$ cat src/rtl/shift_reg_sequencer_if.sv
// Bundle of request, serial-output and shift-register control signals for shift_reg_sequencer.
// The sequencer uses the slave modport; the requester/shift-register side uses master.
interface shift_reg_sequencer_if;
    logic [1:0] req;
    logic [3:0] data0;
    logic [3:0] data1;
    logic       stall;
    logic       sr_q0;
    logic       sr_load;
    logic       sr_ena;
    logic [3:0] sr_data;
    logic [1:0] gnt;
    logic       ser_out;
    logic       ser_valid;
    logic       done;
    logic       owner;
    logic       busy;

    modport master (
        output req, data0, data1, stall, sr_q0,
        input  sr_load, sr_ena, sr_data, gnt, ser_out, ser_valid, done, owner, busy
    );

    modport slave (
        input  req, data0, data1, stall, sr_q0,
        output sr_load, sr_ena, sr_data, gnt, ser_out, ser_valid, done, owner, busy
    );
endinterface

$ cat src/rtl/shift_reg_sequencer.sv
// Round-robin arbiter that loads the winner's word into an external right-shift register and streams it out.
// Latency: grant 1 cycle after req is seen; SHIFT_LEN+2 cycles per transaction plus stalled cycles.
// Backpressure: stall freezes the SHIFT phase only; requesters hold req until their gnt pulse.
module shift_reg_sequencer #(
    parameter int SHIFT_LEN = 4
) (
    input  logic                 clk,
    input  logic                 areset_n,
    shift_reg_sequencer_if.slave bus
);
    localparam logic [1:0] IDLE  = 2'd0;
    localparam logic [1:0] LOAD  = 2'd1;
    localparam logic [1:0] SHIFT = 2'd2;
    localparam logic [1:0] DONE  = 2'd3;

    localparam logic [1:0] LAST = 2'(SHIFT_LEN - 1);

    logic [1:0] state;
    logic [1:0] count;
    logic       owner_q;
    logic       rr_pref;
    logic [3:0] word;
    logic       winner;

    // rr_pref names the requester that wins a tie; it flips away from each grant.
    always_comb begin
        winner = 1'b0;
        case (bus.req)
            2'b01:   winner = 1'b0;
            2'b10:   winner = 1'b1;
            2'b11:   winner = rr_pref;
            default: winner = 1'b0;
        endcase
    end

    always_ff @(posedge clk or negedge areset_n) begin
        if (!areset_n) begin
            state   <= IDLE;
            count   <= 2'd0;
            owner_q <= 1'b0;
            rr_pref <= 1'b0;
            word    <= 4'd0;
        end else begin
            case (state)
                IDLE: begin
                    if (|bus.req) begin
                        word    <= winner ? bus.data1 : bus.data0;
                        owner_q <= winner;
                        rr_pref <= ~winner;
                        state   <= LOAD;
                    end
                end
                LOAD: begin
                    count <= 2'd0;
                    state <= SHIFT;
                end
                SHIFT: begin
                    if (!bus.stall) begin
                        count <= count + 2'd1;
                        if (count == LAST)
                            state <= DONE;
                    end
                end
                default: begin
                    state <= IDLE;
                end
            endcase
        end
    end

    // Outputs decode from registered state so reset clears them without waiting for a clock.
    always_comb begin
        bus.sr_load   = (state == LOAD);
        bus.sr_data   = (state == LOAD) ? word : 4'd0;
        bus.gnt       = (state == LOAD) ? (owner_q ? 2'b10 : 2'b01) : 2'b00;
        bus.sr_ena    = (state == SHIFT) && !bus.stall;
        bus.ser_valid = (state == SHIFT) && !bus.stall;
        bus.ser_out   = (state == SHIFT) && !bus.stall && bus.sr_q0;
        bus.done      = (state == DONE);
        bus.owner     = owner_q;
        bus.busy      = (state != IDLE);
    end
endmodule

$ cat src/flat_wrapper.sv
// flat-port wrapper written by rule: the top's interface ports become plain ports
module shift_reg_sequencer_flat 
#(
    parameter int SHIFT_LEN = 4
)
  (clk, areset_n, bus_req, bus_data0, bus_data1, bus_stall, bus_sr_q0, bus_sr_load, bus_sr_ena, bus_sr_data, bus_gnt, bus_ser_out, bus_ser_valid, bus_done, bus_owner, bus_busy);
  shift_reg_sequencer_if bus_i ();
  input  logic clk;
  input  logic areset_n;
  input wire logic [$bits(bus_i.req)-1:0] bus_req;
  input wire logic [$bits(bus_i.data0)-1:0] bus_data0;
  input wire logic [$bits(bus_i.data1)-1:0] bus_data1;
  input wire logic [$bits(bus_i.stall)-1:0] bus_stall;
  input wire logic [$bits(bus_i.sr_q0)-1:0] bus_sr_q0;
  output wire logic [$bits(bus_i.sr_load)-1:0] bus_sr_load;
  output wire logic [$bits(bus_i.sr_ena)-1:0] bus_sr_ena;
  output wire logic [$bits(bus_i.sr_data)-1:0] bus_sr_data;
  output wire logic [$bits(bus_i.gnt)-1:0] bus_gnt;
  output wire logic [$bits(bus_i.ser_out)-1:0] bus_ser_out;
  output wire logic [$bits(bus_i.ser_valid)-1:0] bus_ser_valid;
  output wire logic [$bits(bus_i.done)-1:0] bus_done;
  output wire logic [$bits(bus_i.owner)-1:0] bus_owner;
  output wire logic [$bits(bus_i.busy)-1:0] bus_busy;
  assign bus_i.req = bus_req;
  assign bus_i.data0 = bus_data0;
  assign bus_i.data1 = bus_data1;
  assign bus_i.stall = bus_stall;
  assign bus_i.sr_q0 = bus_sr_q0;
  assign bus_sr_load = bus_i.sr_load;
  assign bus_sr_ena = bus_i.sr_ena;
  assign bus_sr_data = bus_i.sr_data;
  assign bus_gnt = bus_i.gnt;
  assign bus_ser_out = bus_i.ser_out;
  assign bus_ser_valid = bus_i.ser_valid;
  assign bus_done = bus_i.done;
  assign bus_owner = bus_i.owner;
  assign bus_busy = bus_i.busy;
  shift_reg_sequencer #(.SHIFT_LEN(SHIFT_LEN)) u_core (.clk(clk), .areset_n(areset_n), .bus(bus_i));
endmodule
$ cat config.mk
export PLATFORM = sky130hd
export DESIGN_NAME = shift_reg_sequencer_flat
export DESIGN_NICKNAME = d
export VERILOG_FILES = /design/src/rtl/shift_reg_sequencer_if.sv /design/src/rtl/shift_reg_sequencer.sv /design/src/flat_wrapper.sv
export SDC_FILE = /design/constraint.sdc
export NUM_CORES = 1
export LEC_CHECK = 0
export ABC_CLOCK_PERIOD_IN_PS = 3600
export CAP_MARGIN = 5
export CORE_MARGIN = 1.5
export CORE_UTILIZATION = 30
export CTS_BUF_LIST = sky130_fd_sc_hd__clkbuf_8
export CTS_CLUSTER_DIAMETER = 40
export CTS_CLUSTER_SIZE = 24
export DETAILED_ROUTE_END_ITERATION = 8
export PLACE_DENSITY = 0.67
export SYNTH_ARGS = -nofsm -noshare
export SYNTH_HDL_FRONTEND = slang
export SYNTH_SLANG_ARGS = --single-unit
$ cat constraint.sdc
create_clock -name clk -period 3.6 [get_ports clk]
set_input_delay 1.08 -clock clk [delete_from_list [all_inputs] [get_ports clk]]
set_output_delay 1.08 -clock clk [all_outputs]
set_load 0.02 [all_outputs]
# == Word-level counts from Yosys, hierarchy flattened ==
# Cells that the tools add are included.
# word_totals
reg_bits,10
inputBits,14
output_inout_bits,13
wordCells,37
# op_classes
addsub,1
eq_ne,9
n_mux,11
bitwise_logic,1
reduce_logical,10
# op_table
op,count
2-bit two-way mux,6
2-bit equality test (second input constant),5
4-bit two-way mux,2
2-bit case mux with 3 select lines,1
2-bit by 1-bit != test with 1-bit output (second input constant),2
2-bit case mux with 2 select lines,1
2-bit AND reduction,2
2-bit nonzero test,2
3-bit AND reduction,1
2-bit by 1-bit adder with 2-bit output (second input constant),1
2-bit by 1-bit equality test with 1-bit output (second input constant),1
1-bit logical AND,2
2-bit zero test,1
2-bit != test (second input constant),1
1-bit case mux with 2 select lines,1
2-bit OR reduction,1
1-bit zero test,1
1-bit inverter,1

# == Depth between registers and ports, before layout ==
# depth
depth_word,4
mapped_depth,6
mapped_depth_nobuf,5

# == Least setup slack after synthesis ==
# No wires, ideal clock.
# synth_timing
path_kind,input port to output port
startpoint,input port bus_stall
endpoint,output port bus_ser_out
arrival_time_ps,1745
required_ps,2520
slack_ps,775
stages,2
path_buffers,0
path_cell_list,nor2b_1 and2_1
# synth_via
elab_chain_cells,3
# synth_rtl
element,line,rtl
start: declaration,flat_wrapper.sv:13,input wire logic [$bits(bus_i.stall)-1:0] bus_stall;
1-bit zero test,-,
1-bit logical AND (2 in series),shift_reg_sequencer.sv:78,bus.ser_out = (state == SHIFT) && !bus.stall && bus.sr_q0;
end: declaration,flat_wrapper.sv:19,output wire logic [$bits(bus_i.ser_out)-1:0] bus_ser_out;
# Every way passes these cells.

# == Worst setup path in the final report ==
# Same ends and word-level chain as after synthesis.

==> flow_summary.json <==
{
  "cts_tree": "done",
  "area_delta_synth_final_pct": 50.00,
  "tns_ns": 0,
  "path_class": "input port to primary output",
  "grt_overflow_total": 0,
  "firstDrtPassIters": 4,
  "clk_latency_ns": 0.24,
  "p_leak_nw": 0.4214,
  "worst_slew_pin_slew_ns": 0.4938,
  "cts_resized": 0,
  "async_flop_share_pct": 100.0,
  "fill_cells": 198,
  "synth_top_area_share_pct": 37.88,
  "clkSinkCount": 10,
  "gp_congestion": 0.7009,
  "die_w_um": 49.93,
  "htreeDepth": 1,
  "synth_most_common_cell": "dfrtp_1",
  "start_kind": "input port",
  "synth-main-ff-cell": "dfrtp_1",
  "grt_pass1_wl_mm": 2.553,
  "fin_nets": 116,
  "cts_root_buffer": "clkbuf_8",
  "numCtsBuffers": 3,
  "pin_count": 27,
  "slew_violations": 0,
  "timing.fmax_mhz": 285.2,
  "period_minus_slack_ns": 3.506,
  "num_rows": 16,
  "synth_edf_count": 0,
  "antenna_found_initial": 0,
  "timing.hold.ws_ns": 0.4945,
  "p_int_mw": 0.4995,
  "worstPathArrival_ns": 2.43,
  "vias_per_cell": 4.623,
  "post-cts-setup-buffer-count": 0,
  "grt_max_degree": 11,
  "critical_path.max_fanout": 3,
  "ys_top_cells_by_area": "dfrtp_1 (38%), ha_1 (11%), and2_1 (5.7%), a31oi_1 (4.7%), o21ai_0 (3.8%)",
  "path_clk_slew_ns": 0.05,
  "drive_gt1_share_pct": 9.474,
  "p_clk_share_pct": 17.8,
  "yosys_warnings": 0,
  "synth_fp_nets": 87,
  "finalClockSkew_ns": 0.002705,
  "synth.largest_area_cell": "dfrtp_1",
  "syn_area_per_cell_sq_um": 9.860,
  "core-area_sq_mm": 0.002022,
  "wire_per_inst_um": 12.34,
  "comb_power_share_pct": 56.6,
  "drc_errors": 0,
  "status": "finished clean",
  "required_ns": 2.52,
  "crit_path_end_kind": "primary output",
  "ir_worst_vdd_uv": 364.1,
  "p_sw_mw": 0.3195,
  "num_antenna_cells": 0,
  "drtIter0Drc": 10,
  "ys_ff_latch": 10,
  "synth_area_sq_um": 660.6,
  "cts_max_path_buffers": 2,
  "dieArea_sq_mm": 0.002493,
  "hp-class": "register to register",
  "dieHeight_um": 49.93,
  "grt_pass1_vias": 568,
  "ys_top_cells_by_count": "dfrtp_1 (10), and2_1 (6), ha_1 (6)",
  "relSlewSlack_pct": 66.97,
  "setup_viol": 0,
  "wl_mm": 1.506,
  "maxCapViolCount": 0,
  "hold_buffers": 0,
  "drt.antenna.violating_nets": 0,
  "grt_usage_pct": 14.15,
  "synth_cells": 67,
  "start_util_pct": 32.67,
  "synth.distinct_cells": 25,
  "num_vias": 564,
  "period_share_pct": 97.39,
  "ys_seq_area_share_pct": 37.88,
  "power.density_mw_per_mm2": 826.4,
  "seqPwrFrac_pct": 25.6,
  "hold_violations": 0,
  "dpl.hpwl_mm": 1.123,
  "port_buffers": 26,
  "swShare_pct": 39.01,
  "rsz0062_at_grt": "no"
}
## power groups by stage
stage                     clock (mW)  sequential, mW  combinational (mW)
after global routing           0.154           0.218               0.514
after detailed placement           0           0.212               0.468
after global placement             0           0.208               0.458
after floorplan                    0           0.209               0.314
after CTS                      0.149           0.210               0.469
final                          0.146           0.210               0.463
## final timing paths
kind / start / end / slack [ns] / cells after the start
max in group asynchronous: areset_n / u_core.state[0]$_DFFE_PN0P_ / 2.09 / 1
min in group asynchronous: areset_n / u_core.word[0]$_DFFE_PN0P_ / 1.17 / 1
worst min-delay path: u_core.rr_pref$_DFFE_PN0P_ / u_core.rr_pref$_DFFE_PN0P_ / 0.49 / 1
worst min register to register: u_core.rr_pref$_DFFE_PN0P_ / u_core.rr_pref$_DFFE_PN0P_ / 0.49 / 1
worst max register to register: u_core.state[0]$_DFFE_PN0P_ / u_core.word[2]$_DFFE_PN0P_ / 2.13 / 5
worst max-delay path: bus_stall / bus_ser_out / 0.09 / 4
## per-stage QoR
| stage | total power, mW | setup WS [ns] | utilization (%) | instances | cell area [sq um] |
|---|---|---|---|---|---|
| 2_1_floorplan | 0.5237 | 0.7745 | - | 67 | 660.6 |
| 3_3_place_gp | 0.6659 | 0.1301 | 46.29 | 118 | 935.9 |
| 3_5_place_dp | 0.6799 | 0.06420 | 46.29 | 118 | 935.9 |
| 4_1_cts | 0.8290 | 0.07572 | 49.01 | 122 | 991.0 |
| 5_1_grt | 0.8864 | 0.009633 | 49.01 | 122 | 991.0 |
| 6_report | 0.8189 | 0.09380 | 49.01 | 122 | 991.0 |
## area by class of cell
class                   instances  area [sq um]  area share [%]
clock buffers                   4         55.05           5.556
well taps                      27         33.78           3.409
repair buffers                 27         267.8           27.02
inverters                       5         18.77           1.894
flip-flops and latches         10         250.2           25.25
multi-input cells              49         365.4           36.87
## logic make-up after synthesis
kind of cell,count (synthesis),synth area share (%)
muxes,3,5.492
DFF,10,37.88
AOI/OAI and AO/OA,16,17.42
and+or+nand+nor,23,19.70
buffers and inverters,8,6.818
adders and majority gates,6,11.36
xor gates and xnor gates,1,1.326
## state kept, by name (all words and copies together) (netlist names)
signal / cells
u_core.count: 2
u_core.bus.owner: 1
u_core.state: 2
u_core.rr_pref: 1
u_core.word: 4
## layer usage
| layer | up-vias | track usage, % | wire (um) |
|---|---|---|---|
| met2 | 21 | 22.89 | 704 |
| li1 | 285 | - | - |
| met4 | 0 | 5.556 | 21 |
| met5 | - | 0 | 0 |
| met3 | 4 | 6.364 | 99 |
| met1 | 254 | 16.20 | 680 |
## cells in the final DEF (no fill, tap or decap), types with 2 or more instances in the layout
cell              n
clkdlybuf4s50_1  26
dfrtp_1          10
and2_1            6
ha_1              6
inv_1             5
a31oi_1           5
o21ai_0           5
nor2_1            5
nand3_1           4
clkbuf_8          4
nand2b_1          3
nor2b_1           2
## worst max-delay path, stage by stage
cell and delay [ns]:
clkdlybuf4s50_1 0.42, nor2b_1 0.18, and2_1 0.15, clkdlybuf4s50_1 0.60
Power figures use the tool's default switching activity.
